--- src/rtl/mcu_request_arbiter_if.sv ---
// Request-source and memory-controller signals of the MCU request arbiter.
// Sources and the request FIFO sit on the master side; the arbiter is the slave.
`ifndef MCU_REQUEST_SIZE
`define MCU_REQUEST_SIZE 32
`endif
`ifndef MCU_VPMASK_LEN
`define MCU_VPMASK_LEN 8
`endif

interface mcu_request_arbiter_if #(
    parameter int REQUESTERS = 4,
    parameter int REQ_WIDTH  = `MCU_REQUEST_SIZE
);
    localparam int IDW = (REQUESTERS > 1) ? $clog2(REQUESTERS) : 1;

    logic [REQUESTERS-1:0]           iReqValid;
    logic [REQUESTERS*REQ_WIDTH-1:0] iReqData;
    logic [REQUESTERS-1:0]           oReqAck;
    logic [REQ_WIDTH-1:0]            oRequest;
    logic [IDW-1:0]                  oGrantId;
    logic                            iFifoFull;
    logic                            iFifoEmpty;

    modport master (
        output iReqValid, iReqData, iFifoFull, iFifoEmpty,
        input  oReqAck, oRequest, oGrantId
    );

    modport slave (
        input  iReqValid, iReqData, iFifoFull, iFifoEmpty,
        output oReqAck, oRequest, oGrantId
    );
endinterface

--- src/rtl/mcu_request_arbiter.sv ---
// Round-robin arbiter sharing the memory controller request port.
// Each source owns a one-deep slot; zero-mask words are dropped and counted.
`ifndef MCU_REQUEST_SIZE
`define MCU_REQUEST_SIZE 32
`endif
`ifndef MCU_VPMASK_LEN
`define MCU_VPMASK_LEN 8
`endif

module mcu_request_arbiter #(
    parameter int REQUESTERS = 4,
    parameter int REQ_WIDTH  = `MCU_REQUEST_SIZE,
    parameter int MASK_LSB   = 0,
    parameter int MASK_WIDTH = `MCU_VPMASK_LEN
) (
    input  logic                    Clock,
    input  logic                    Reset,
    mcu_request_arbiter_if.slave    bus,
    output logic [REQUESTERS-1:0]   oPendingMask,
    output logic                    oBusy,
    output logic [7:0]              oDropCount
);
    localparam int IDW = (REQUESTERS > 1) ? $clog2(REQUESTERS) : 1;

    typedef enum logic {IDLE, GAP} state_t;

    state_t                               state;
    state_t                               stateNext;
    logic [REQUESTERS-1:0]                slotFull;
    logic [REQUESTERS-1:0][REQ_WIDTH-1:0] slotData;
    logic [REQUESTERS-1:0]                ackQ;
    logic [REQUESTERS-1:0]                take;
    logic [REQUESTERS-1:0]                keep;
    logic [REQUESTERS-1:0]                drop;
    logic [REQ_WIDTH-1:0]                 reqQ;
    logic [IDW-1:0]                       gidQ;
    logic [IDW-1:0]                       rr;
    logic [IDW-1:0]                       winner;
    logic                                 found;
    logic                                 issue;
    logic [8:0]                           dropSum;
    int                                   idx;

    // Ack-low qualifier stops a stale word being captured twice.
    always_comb begin
        take = '0;
        keep = '0;
        drop = '0;
        for (int i = 0; i < REQUESTERS; i++) begin
            take[i] = bus.iReqValid[i] & ~slotFull[i] & ~ackQ[i];
            keep[i] = take[i] &
                (|bus.iReqData[i*REQ_WIDTH+MASK_LSB +: MASK_WIDTH]);
            drop[i] = take[i] & ~keep[i];
        end
    end

    always_comb begin
        dropSum = {1'b0, oDropCount};
        for (int i = 0; i < REQUESTERS; i++) begin
            dropSum = dropSum + 9'(drop[i]);
        end
    end

    always_comb begin
        found  = 1'b0;
        winner = '0;
        idx    = 0;
        for (int k = 0; k < REQUESTERS; k++) begin
            idx = (int'(rr) + k) % REQUESTERS;
            if (!found && slotFull[idx[IDW-1:0]]) begin
                found  = 1'b1;
                winner = idx[IDW-1:0];
            end
        end
    end

    always_comb begin
        stateNext = state;
        issue     = 1'b0;
        unique case (state)
            IDLE: begin
                if (found && !bus.iFifoFull) begin
                    issue     = 1'b1;
                    stateNext = GAP;
                end
            end
            GAP: stateNext = IDLE;
        endcase
    end

    always_ff @(posedge Clock or negedge Reset) begin
        if (!Reset) begin
            state <= IDLE;
        end else begin
            state <= stateNext;
        end
    end

    always_ff @(posedge Clock or negedge Reset) begin
        if (!Reset) begin
            slotFull   <= '0;
            slotData   <= '0;
            ackQ       <= '0;
            reqQ       <= '0;
            gidQ       <= '0;
            rr         <= '0;
            oDropCount <= '0;
        end else begin
            ackQ       <= take;
            oDropCount <= (dropSum > 9'd255) ? 8'hFF : dropSum[7:0];
            reqQ       <= issue ? slotData[winner] : '0;
            if (issue) begin
                gidQ <= winner;
                rr   <= (winner == IDW'(REQUESTERS-1)) ?
                        '0 : winner + IDW'(1);
            end
            // A slot being issued is full, so it never captures this edge.
            for (int i = 0; i < REQUESTERS; i++) begin
                if (keep[i]) begin
                    slotFull[i] <= 1'b1;
                    slotData[i] <= bus.iReqData[i*REQ_WIDTH +: REQ_WIDTH];
                end else if (issue && winner == IDW'(i)) begin
                    slotFull[i] <= 1'b0;
                end
            end
        end
    end

    assign bus.oReqAck  = ackQ;
    assign bus.oRequest = reqQ;
    assign bus.oGrantId = gidQ;
    assign oPendingMask = slotFull;
    assign oBusy        = (|slotFull) | (state != IDLE) | ~bus.iFifoEmpty;

endmodule

--- src/flat_wrapper.sv ---
// flat-port wrapper written by rule: the top's interface ports become plain ports
module mcu_request_arbiter_flat 
#(
    parameter int REQUESTERS = 4,
    parameter int REQ_WIDTH  = `MCU_REQUEST_SIZE,
    parameter int MASK_LSB   = 0,
    parameter int MASK_WIDTH = `MCU_VPMASK_LEN
)
  (Clock, Reset, oPendingMask, oBusy, oDropCount, bus_iReqValid, bus_iReqData, bus_iFifoFull, bus_iFifoEmpty, bus_oReqAck, bus_oRequest, bus_oGrantId);
  mcu_request_arbiter_if #(.REQUESTERS(REQUESTERS), .REQ_WIDTH(REQ_WIDTH)) bus_i ();
  input  logic Clock;
  input  logic Reset;
  output logic [REQUESTERS-1:0] oPendingMask;
  output logic oBusy;
  output logic [7:0] oDropCount;
  input wire logic [$bits(bus_i.iReqValid)-1:0] bus_iReqValid;
  input wire logic [$bits(bus_i.iReqData)-1:0] bus_iReqData;
  input wire logic [$bits(bus_i.iFifoFull)-1:0] bus_iFifoFull;
  input wire logic [$bits(bus_i.iFifoEmpty)-1:0] bus_iFifoEmpty;
  output wire logic [$bits(bus_i.oReqAck)-1:0] bus_oReqAck;
  output wire logic [$bits(bus_i.oRequest)-1:0] bus_oRequest;
  output wire logic [$bits(bus_i.oGrantId)-1:0] bus_oGrantId;
  assign bus_i.iReqValid = bus_iReqValid;
  assign bus_i.iReqData = bus_iReqData;
  assign bus_i.iFifoFull = bus_iFifoFull;
  assign bus_i.iFifoEmpty = bus_iFifoEmpty;
  assign bus_oReqAck = bus_i.oReqAck;
  assign bus_oRequest = bus_i.oRequest;
  assign bus_oGrantId = bus_i.oGrantId;
  mcu_request_arbiter #(.REQUESTERS(REQUESTERS), .REQ_WIDTH(REQ_WIDTH), .MASK_LSB(MASK_LSB), .MASK_WIDTH(MASK_WIDTH)) u_core (.Clock(Clock), .Reset(Reset), .bus(bus_i), .oPendingMask(oPendingMask), .oBusy(oBusy), .oDropCount(oDropCount));
endmodule
--- config.mk ---
export PLATFORM = sky130hd
export DESIGN_NAME = mcu_request_arbiter_flat
export DESIGN_NICKNAME = d
export VERILOG_FILES = /design/src/rtl/mcu_request_arbiter_if.sv /design/src/rtl/mcu_request_arbiter.sv /design/src/flat_wrapper.sv
export SDC_FILE = /design/constraint.sdc
export NUM_CORES = 1
export LEC_CHECK = 0
export ABC_CLOCK_PERIOD_IN_PS = 2400
export CELL_PAD_IN_SITES_DETAIL_PLACEMENT = 0
export CELL_PAD_IN_SITES_GLOBAL_PLACEMENT = 1
export CORE_MARGIN = 1
export CORE_UTILIZATION = 37
export CTS_CLUSTER_SIZE = 14
export DETAILED_ROUTE_END_ITERATION = 8
export HOLD_SLACK_MARGIN = 0.1
export PLACE_DENSITY = 0.85
export SLEW_MARGIN = 40
export SYNTH_ARGS = -nofsm -noshare
export SYNTH_HDL_FRONTEND = slang
export SYNTH_SLANG_ARGS = --single-unit
--- constraint.sdc ---
create_clock -name Clock -period 2.4 [get_ports Clock]
set_input_delay 0.72 -clock Clock [delete_from_list [all_inputs] [get_ports Clock]]
set_output_delay 0.72 -clock Clock [all_outputs]
set_load 0.005 [all_outputs]
==> summary.md <==
| Metric | Value |
|---|---|
| Clk root buf | `clkbuf_16` |
| Cells after synthesis | `540` |
| Vias per cell | `4.87` |
| GPL Wtd Cong | `0.802` |
| Req. time, crit path | `2720 ps` |
| Static Leak | `5.26 nW` |
| H-tree level count | `4` |
| Area share of and/or/nand/nor cells after synthesis | `0.0437` |
| Met1 usage | `0.247` |
| Slew margin rel. | `0.630` |
| Xor and xnor fraction of the mapped netlist area | `0.00212` |
| Avg Cell Area, Syn | `15.3 um2` |
| Max Slew Vio Count | `0` |
| Min Hold Slack | `287 ps` |
| Hold WC Path Type | `input pin to async pin` |
| Final Cell Area | `11500 um2` |
| Gr busiest metal | `met2` |
| Post-Synth Adder-Cell Area | `0.0148` |
| Horiz. Die Dim | `151 um` |
| Clock Sinks | `181` |
| Die height | `151 um` |
| Synthesized area | `8270 um2` |
| CP peak stage delay | `570 ps` |
| Total CTS buffers | `17` |
| Filler cells | `1825` |
| Status | `finished, violations left` |
| Post-DP Area | `10800 um2` |
| Initial drt markers | `213` |
| Max capacitance violation total | `0` |
| Most frequent cells in the layout | `dfrtp_1, clkdlybuf4s50_1, mux2_4` |
| Crit Path Class | `input pin to flop` |
| Initial antenna violation count | `1` |
| Worst vdd ir | `0.845 mV` |
| Placed Instances | `1043` |
| DRT antenna net count | `0` |
| Area growth, synth to finish | `39.4%` |
| Failing checks | `negative setup slack` |
| Post-synthesis mux area share | `0.297` |
| Post-DP HPWL | `14600 um` |
| Total Routing Usage GR | `0.184` |
| Pwr/cell area | `1240 nW/um2` |
| Worst reg2reg path depth | `10` |
| CP max stage cell | `or4_4` |
| Worst setup EP type | `flop` |
| Total number of vias | `5283` |
| CTS tree | `done` |
| Clock Latency Late Sink | `430 ps` |
| Final min period | `2800 ps` |
| Cell row count | `54` |
| GR Overflow Total | `0` |
| Initial Util | `0.378` |
| Hold-fix buffers, CTS | `0` |
| Critical path peak fanout | `6` |
| WL/cell | `18.8 um` |
| M3 GR Usage | `0.0452` |
| Met2 Use GR | `0.299` |
| DRC | `0` |
| Number of iterations in the first detailed-routing pass | `4` |
| First-pass GRT wire length | `31500 um` |
| Compound-Gate Fraction of Synth Area | `0.0412` |
| Fin nets | `935` |
| Final hold vios | `0` |
| RSZ-0062 raised after global routing | `true` |
| Share of post-route cells with drive strength above 1 | `0.364` |
| Tcrit/Tclk final | `1.16` |
| CP Launch Type | `input pin` |
| Die footprint | `23000 um2` |
| Largest net degree at the start of global routing | `68` |
| Vias in the first global route | `5691` |
| Ys Warns | `0` |
| CTS Buffer Depth | `2` |
| PortBufs | `186` |
| Largest family of logic cells by synthesized area | `multiplexers` |
| Worst-margin pin slew | `555 ps` |
| Final Core Density | `0.527` |
| Most common cell after layout, fill and taps aside | `dfrtp_1` |
| Register area share after synthesis | `0.548` |
| Achievable Freq | `358 MHz` |
| Post-Syn Nets | `684` |
| Worst Skew | `15.7 ps` |
| Setup violations, final | `8` |
| Setup TNS | `-3040 ps` |
| Final Worst Setup Slack | `-396 ps` |
| Ports | `187` |
| CP dominant cell by count | `fa_2` |
| Yosys reg bits | `181` |
| Layout Cells excl Fill | `1084` |
| WL final | `20400 um` |
| Cells along the critical path | `buf_6, or4_4, nor2_4, nand2_2, fa_1, fa_2, inv_2, fa_2, and3_4, nand3_4, nand2b_1` |
| Clk slew on worst S/H paths | `80 ps` |
| Synth unique cells | `40` |
| Core Box Area | `21900 um2` |
| Crit path DAT | `3110 ps` |
| N_diodes | `0` |
## worst paths after layout
check | from | end | slack [ps]
worst max-delay path | bus_iReqData[37] | u_core.oDropCount[1] | -400
worst min register to register | u_core.bus.oGrantId[1] | u_core.bus.oGrantId[1] | 490
worst min-delay path | Reset | u_core.slotData[90] | 290
worst max register to register | u_core.oPendingMask[0] | u_core.oDropCount[1] | -40
min in group Clock | u_core.bus.oGrantId[1] | u_core.bus.oGrantId[1] | 490
max in group asynchronous | Reset | u_core.slotData[106] | 1470
## cells in the mapped netlist (all sizes together)
library cell  instances  area, um2
dfrtp               181       4530
mux2                124       1820
mux2i                64        641
o22ai                33        206
buf                  30        385
nand2                23       88.8
inv                  14       55.1
o21ai                 8       43.8
or4                   8       60.1
a21oi                 6       30.0
a21o                  5       37.5
ha                    5       62.6
nor2                  5       28.8
and3                  4       25.0
nand2b                4       25.0
nor2b                 4       25.0
nor3b                 4       30.0
fa                    3       60.1
nand3                 3       15.0
nor3                  3       31.3
a221oi                1       15.0
and2                  1       6.26
nand3b                1       7.51
nand4                 1       6.26
nor4                  1       6.26
o31ai                 1       7.51
or3                   1       6.26
xnor2                 1       8.76
xor2                  1       8.76
## area by class of cell
| cell class | instances | area (um2) | share of cell area |
|---|---|---|---|
| clock buffers | 21 | 480 | 0.0417 |
| clock inverters | 11 | 115 | 0.00998 |
| inverters | 14 | 55.1 | 0.00477 |
| multi-input cells | 315 | 3480 | 0.301 |
| flip-flops and latches | 181 | 4530 | 0.393 |
| well taps | 280 | 350 | 0.0304 |
| repair buffers | 262 | 2520 | 0.219 |
## routing by layer
layer	vias to the layer above	share of wire
met2	152	0.48
met3	22	0.053
met4	2	0.011
met1	2671	0.45
met5	-	0.00083
li1	2436	-
## critical path: cells and delay by family
family                   cells  cell delay [ps]
adder cells (fa/ha/maj)      3             1100
buffers and inverters        2              130
AND/OR/NAND/NOR              6             1160
## flip-flops by register name, summed over array words and instances (netlist names)
| register | count |
|---|---|
| u_core.bus.oGrantId | 2 |
| u_core.bus.oReqAck | 4 |
| u_core.bus.oRequest | 32 |
| u_core.oDropCount | 8 |
| u_core.oPendingMask | 4 |
| u_core.rr | 2 |
| u_core.slotData | 128 |
| u_core.state | 1 |
## where the power goes
part / internal [W] / switching [W]
logic: 0.00380 / 0.00245
clock network: 0.00157 / 0.00126
registers: 0.00442 / 0.000800
## what timing repair did
item,in CTS,in global routing
pin swaps,16,16
resized for setup,105,14
setup endpoints to repair,9,9
buffers inserted,5,4
## logic make-up after synthesis
| group | count (synthesis) |
|---|---|
| xor gates and xnor gates | 2 |
| adders and majority gates | 8 |
| buffers and inverters | 44 |
| and+or+nand+nor | 63 |
| muxes | 188 |
| AOI/OAI and AO/OA | 54 |
| DFF | 181 |
## through the flow
| stage | setup WS [ps] | total power [W] |
|---|---|---|
| after floorplan | -675 | 0.00952 |
| after global placement | -1320 | 0.0114 |
| after detailed placement | -1350 | 0.0115 |
| after CTS | -372 | 0.0144 |
| after global routing | -426 | 0.0151 |
| final | -396 | 0.0143 |
Power figures use the tool's default switching activity.
